File: config.mk
export PLATFORM = sky130hd
export DESIGN_NAME = mem_copy_engine_flat
export DESIGN_NICKNAME = d
export VERILOG_FILES = /design/src/rtl/mem_copy_engine_pkg.sv /design/src/rtl/mem_copy_engine_if.sv /design/src/rtl/mem_copy_engine.sv /design/src/flat_wrapper.sv
export SDC_FILE = /design/constraint.sdc
export NUM_CORES = 1
export LEC_CHECK = 0
export ABC_CLOCK_PERIOD_IN_PS = 3910
export CAP_MARGIN = 30
export CORE_MARGIN = 5
export CORE_UTILIZATION = 51
export DETAILED_ROUTE_END_ITERATION = 16
export GPL_TIMING_DRIVEN = 0
export HOLD_SLACK_MARGIN = 0.12
export PLACE_DENSITY_LB_ADDON = 0.3
export SLEW_MARGIN = 10
export SYNTH_ARGS = -nofsm -noshare
export SYNTH_HDL_FRONTEND = slang
export SYNTH_SLANG_ARGS = --single-unit
File: constraint.sdc
create_clock -name clk -period 3.91 [get_ports clk]
set_input_delay 0.391 -clock clk [delete_from_list [all_inputs] [get_ports clk]]
set_output_delay 0.391 -clock clk [all_outputs]
set_load 0.05 [all_outputs]
File: src/rtl/mem_copy_engine_pkg.sv
// Shared types and widths for the block-copy engine.
// Imported by the engine and its memory-bus interface.
package mem_copy_pkg;

  localparam int ADDR_WIDTH = 16;
  localparam int DATA_WIDTH = 8;

  typedef enum logic [1:0] {
    IDLE,
    READ,
    WRITE,
    DONE
  } copy_state_t;

endpackage

File: src/rtl/mem_copy_engine_if.sv
// Byte-wide memory port driven by the copy engine; memory answers reads combinationally.
// The engine takes the master side, the memory (or bus mux) the slave side.
interface mem_copy_engine_if #(
  parameter int ADDR_WIDTH = mem_copy_pkg::ADDR_WIDTH,
  parameter int DATA_WIDTH = mem_copy_pkg::DATA_WIDTH
);

  logic [ADDR_WIDTH-1:0] memAddress;
  logic [DATA_WIDTH-1:0] memWriteData;
  logic                  memWriteEnable;
  logic [DATA_WIDTH-1:0] memReadData;

  modport master (
    output memAddress,
    output memWriteData,
    output memWriteEnable,
    input  memReadData
  );

  modport slave (
    input  memAddress,
    input  memWriteData,
    input  memWriteEnable,
    output memReadData
  );

endinterface

File: src/rtl/mem_copy_engine.sv
// Forward block copy: one byte read then written every two cycles, ascending, wrapping addresses.
// Commands are accepted only in IDLE; start elsewhere is dropped without re-latching operands.
module mem_copy_engine #(
  parameter int ADDR_WIDTH = mem_copy_pkg::ADDR_WIDTH,
  parameter int DATA_WIDTH = mem_copy_pkg::DATA_WIDTH
) (
  input  logic                  clk,
  input  logic                  reset,
  input  logic                  start,
  input  logic [ADDR_WIDTH-1:0] srcAddr,
  input  logic [ADDR_WIDTH-1:0] dstAddr,
  input  logic [ADDR_WIDTH-1:0] length,
  mem_copy_engine_if.master     mem,
  output logic                  busy,
  output logic                  done,
  output logic [ADDR_WIDTH-1:0] bytesCopied
);

  import mem_copy_pkg::*;

  copy_state_t           state;
  copy_state_t           state_nxt;
  logic [ADDR_WIDTH-1:0] src_q;
  logic [ADDR_WIDTH-1:0] dst_q;
  logic [ADDR_WIDTH-1:0] len_q;
  logic [DATA_WIDTH-1:0] data_q;
  logic                  last_byte;

  // Counter wraps with the same width as length, so length=all-ones still terminates.
  assign last_byte = ((bytesCopied + ADDR_WIDTH'(1)) == len_q);

  always_ff @(posedge clk) begin
    if (reset) begin
      state       <= IDLE;
      src_q       <= '0;
      dst_q       <= '0;
      len_q       <= '0;
      data_q      <= '0;
      bytesCopied <= '0;
    end else begin
      state <= state_nxt;
      case (state)
        IDLE: begin
          if (start) begin
            src_q       <= srcAddr;
            dst_q       <= dstAddr;
            len_q       <= length;
            bytesCopied <= '0;
          end
        end
        READ:    data_q      <= mem.memReadData;
        WRITE:   bytesCopied <= bytesCopied + ADDR_WIDTH'(1);
        default: ;
      endcase
    end
  end

  always_comb begin
    state_nxt          = state;
    mem.memAddress     = '0;
    mem.memWriteData   = '0;
    mem.memWriteEnable = 1'b0;
    busy               = 1'b0;
    done               = 1'b0;
    case (state)
      IDLE: begin
        if (start) begin
          state_nxt = (length != '0) ? READ : DONE;
        end
      end
      READ: begin
        busy           = 1'b1;
        mem.memAddress = src_q + bytesCopied;
        state_nxt      = WRITE;
      end
      WRITE: begin
        busy               = 1'b1;
        mem.memAddress     = dst_q + bytesCopied;
        mem.memWriteData   = data_q;
        mem.memWriteEnable = 1'b1;
        state_nxt          = last_byte ? DONE : READ;
      end
      DONE: begin
        done      = 1'b1;
        state_nxt = IDLE;
      end
      default: state_nxt = IDLE;
    endcase
  end

endmodule

File: src/flat_wrapper.sv
// flat-port wrapper written by rule: the top's interface ports become plain ports
module mem_copy_engine_flat import mem_copy_pkg::*;
#(
  parameter int ADDR_WIDTH = mem_copy_pkg::ADDR_WIDTH,
  parameter int DATA_WIDTH = mem_copy_pkg::DATA_WIDTH
)
  (clk, reset, start, srcAddr, dstAddr, length, busy, done, bytesCopied, mem_memAddress, mem_memWriteData, mem_memWriteEnable, mem_memReadData);
  mem_copy_engine_if #(.ADDR_WIDTH(ADDR_WIDTH), .DATA_WIDTH(DATA_WIDTH)) mem_i ();
  input  logic clk;
  input  logic reset;
  input  logic start;
  input  logic [ADDR_WIDTH-1:0] srcAddr;
  input  logic [ADDR_WIDTH-1:0] dstAddr;
  input  logic [ADDR_WIDTH-1:0] length;
  output logic busy;
  output logic done;
  output logic [ADDR_WIDTH-1:0] bytesCopied;
  output wire logic [$bits(mem_i.memAddress)-1:0] mem_memAddress;
  output wire logic [$bits(mem_i.memWriteData)-1:0] mem_memWriteData;
  output wire logic [$bits(mem_i.memWriteEnable)-1:0] mem_memWriteEnable;
  input wire logic [$bits(mem_i.memReadData)-1:0] mem_memReadData;
  assign mem_memAddress = mem_i.memAddress;
  assign mem_memWriteData = mem_i.memWriteData;
  assign mem_memWriteEnable = mem_i.memWriteEnable;
  assign mem_i.memReadData = mem_memReadData;
  mem_copy_engine #(.ADDR_WIDTH(ADDR_WIDTH), .DATA_WIDTH(DATA_WIDTH)) u_core (.clk(clk), .reset(reset), .start(start), .srcAddr(srcAddr), .dstAddr(dstAddr), .length(length), .mem(mem_i), .busy(busy), .done(done), .bytesCopied(bytesCopied));
endmodule
==> results.tsv <==
metric	value	unit
syn-num-nets	653	
dpl_cell_area	5550	um2
antenna_found_initial	0	
root_buffer	clkbuf_8	
dpl.hpwl	10.1	mm
final.setup_skew	0.0109	ns
min_path_type	reg2reg	
synth_edf_count	0	
dieWidth	103	um
path_clk_slew	0.08	ns
n_fill_cell	663	
cp-endpoint	mem_memAddress[14]	
clkSinkCount	74	
yosys_warnings	0	
rsz0062_at_grt	true	
grt_pass1_wl	20.5	mm
num_rows	33	
ys_async_sr_fraction	0	%
dpl_worst_slack	-0.528	ns
cts_buffer_depth	2	
nNetsFinal	777	
fin_crit_sh	99.4	%
diodes	0	
top_level_ports	102	
power.share.clock	27.0	%
cp-start-kind	flop	
setup.worst_path.class	reg2out	
rr_startpoint	u_core.bytesCopied[0]$_SDFFE_PP0P_	
ant_nets	0	
switching_share	36.3	%
crit_fanout	7	
max_clock_freq	257	MHz
synth_top_area_share	33.9	%
layout_min_cycle_time	3.89	ns
final-setup-viol-count	0	
reg2regPathDepth	8	
dp_cells	779	
start_util	52.6	%
crit_start	u_core.state[0]$_SDFFE_PP0P_	
seq_power_share	36.7	%
htreeDepth	3	
p_leak	2.31	nW
area_growth_syn_to_layout	36.7	%
drive_gt1_share	11.8	%
timing.rr.end	u_core.state[1]$_SDFFE_PP0P_	
grt_max_degree	14	
netlist_area	4370	um2
required	3.52	ns
die_h	103	um
drt_iter0_markers	307	
tightest_slew	0.682	ns
fin_ws	0.0247	ns
yosysTopAreaCell	dfxtp_1	
endpoint_kind	output port	
p_sw	875	uW
ys_seq_elements	74	
cts_made_buffers	9	
cp.arrival	3.49	ns
cellPowerDensity	404	nW/um2
post_synth.cell_area_avg	7.62	um2
reg2reg_setup_slack	1.49	ns
drc	0	
num_vias	4658	
ys.flop_type	dfxtp_1	
synth.top_cells.by_area	dfxtp_1 34%, nand2_1 10%, a21oi_1 7.9%	
overflow	0	
dieArea	10500	um2
relSlewSlack	54.2	%
fp.coreArea	8300	um2
ir_drop	0.000290	V
cts_tree	done	
drv_cap	0	
layoutNonFillerInstCount	807	
drv_slew	0	
postRouteWirelength	13.6	mm
cell_internal_pwr	1.54	mW
hold_violations	0	
place.gp.congestion	0.934	
grt_pass1_vias	4290	
status	complete, no violations	
port_buffers	101	
synth_cell_types	52	
hold_ws	0.456	ns
synth_seq_area_share	33.9	%
insertion_delay	0.35	ns
combPwrFrac	36.3	%
track_usage	24.9	%
synthCells	573	
wl_per_cell	16.8	um
firstDrtPassIters	5	
viasPerCell	5.77	
final_area	5970	um2
-- what timing repair did --
item,in CTS,in global routing
pin swaps,2,7
resized for setup,54,22
buffers inserted,0,11
endpoints found under the setup margin,13,11
gates cloned,0,1
hold buffers,0,0
-- metrics by stage --
step           TNS [ns]  total power [mW]  util (%)
2_1_floorplan         0              1.43         -
3_3_place_gp      -1.51              1.67      66.9
3_5_place_dp      -2.15              1.69      66.9
4_1_cts         -0.0482              2.35      69.7
5_1_grt          -0.237              2.53      71.9
6_report              0              2.41      71.9
-- cells in the final DEF (no fill, tap or decap), types with 7 or more instances in the layout --
master | netlist | final
clkbuf_1 | 22 | 20
xor2_1 | 14 | 14
ha_1 | 20 | 17
and2_1 | 13 | 13
a21oi_1 | 69 | 67
buf_4 | 0 | 11
nand2_1 | 116 | 116
o21ai_0 | 23 | 22
inv_1 | 10 | 8
mux2i_1 | 10 | 10
xnor2_1 | 15 | 15
dfxtp_1 | 74 | 72
nand3_1 | 15 | 15
clkdlybuf4s50_1 | 0 | 89
mux2_2 | 15 | 14
nand4_1 | 7 | 7
clkbuf_8 | 0 | 9
buf_2 | 4 | 7
nor3_1 | 12 | 9
nor2_1 | 52 | 52
-- how the worst min path moves through the flow --
stage / cells after the start / start / slack [ns] / end
finish: 2 / u_core.src_q[11]$_SDFFE_PP0P_ / 0.46 / u_core.src_q[11]$_SDFFE_PP0P_
global route: 2 / u_core.dst_q[4]$_SDFFE_PP0P_ / 0.48 / u_core.dst_q[4]$_SDFFE_PP0P_
CTS: 2 / u_core.dst_q[1]$_SDFFE_PP0P_ / 0.46 / u_core.dst_q[1]$_SDFFE_PP0P_
detailed placement: 2 / u_core.src_q[2]$_SDFFE_PP0P_ / 0.45 / u_core.src_q[2]$_SDFFE_PP0P_
global placement: 2 / u_core.dst_q[5]$_SDFFE_PP0P_ / 0.44 / u_core.dst_q[5]$_SDFFE_PP0P_
floorplan: 2 / u_core.dst_q[0]$_SDFFE_PP0P_ / 0.43 / u_core.dst_q[0]$_SDFFE_PP0P_
-- synth_stat cells, types with 2 or more instances --
cell	number
xor2_1	14
a22oi_1	5
nand3_1	15
o21ai_0	23
nand4b_1	2
inv_1	10
buf_2	4
or3_1	3
buf_1	6
o21bai_1	2
mux2_2	15
clkbuf_1	22
o211ai_1	3
nor3b_1	4
and4_1	2
nor4_1	5
a211oi_1	4
nor3_1	12
a31oi_1	5
mux2i_1	10
and2_1	13
nand2_1	116
ha_1	20
and3_1	6
o21ai_1	2
nor2b_1	4
nor2_1	52
dfxtp_1	74
nand4_1	7
a21boi_0	2
a311oi_1	4
xnor2_1	15
o21a_1	5
a21oi_1	69
-- logic make-up (layout without fill, tap and decap cells) --
kind of cell / count (synthesis) / count (layout) / share of synthesized area (%)
xor gates and xnor gates: 29 / 29 / 5.82
AOI/OAI and AO/OA: 133 / 133 / 17.7
DFF: 74 / 74 / 33.9
muxes: 25 / 25 / 6.16
adders and majority gates: 21 / 21 / 6.19
and+or+nand+nor: 248 / 248 / 26.2
buffers and inverters: 43 / 172 / 3.98
-- state kept, by name (all words and copies together) (netlist names) --
register and count:
u_core.bytesCopied 16, u_core.data_q 8, u_core.dst_q 16, u_core.len_q 16
u_core.src_q 16, u_core.state 2
-- routing by layer --
layer | vias up | global-route usage (%) | share of wire [%]
met3 | 44 | 5.95 | 7.6
met2 | 187 | 41.3 | 48
li1 | 2243 | - | -
met4 | 0 | 8.68 | 3.6
met5 | - | 0 | 0
met1 | 2184 | 31.8 | 41
-- power groups by stage --
stage / Combinational [mW] / Sequential [mW] / Clock (mW)
after CTS: 0.808 / 0.878 / 0.662
after global placement: 0.779 / 0.891 / 0
final: 0.875 / 0.884 / 0.652
after global routing: 0.948 / 0.892 / 0.695
after floorplan: 0.549 / 0.883 / 0
after detailed placement: 0.799 / 0.895 / 0
-- area by class of cell --
type | instances | area [um2] | area share, %
plain buffers | 33 | 163 | 2.73
clock inverters | 7 | 93.8 | 1.57
repair buffers | 113 | 1100 | 18.5
clock buffers | 9 | 124 | 2.08
multi-input cells | 456 | 2830 | 47.4
inverters | 10 | 37.5 | 0.629
well taps | 105 | 131 | 2.20
flip-flops and latches | 74 | 1480 | 24.9
-- worst max-delay path, stage by stage (launching register included) --
cell and delay [ns]:
dfxtp_2 0.37, inv_2 0.06, ha_4 0.16, buf_8 0.13
clkbuf_16 0.15, mux2_4 0.30, ha_4 0.17, inv_2 0.05
fa_2 0.23, nor2b_4 0.05, o31a_1 0.33, o21ai_2 0.17
nand4_1 0.22, a2111oi_4 0.41, or3b_4 0.20, buf_8 0.14
Note: power is estimated with default switching activity, not from simulation.
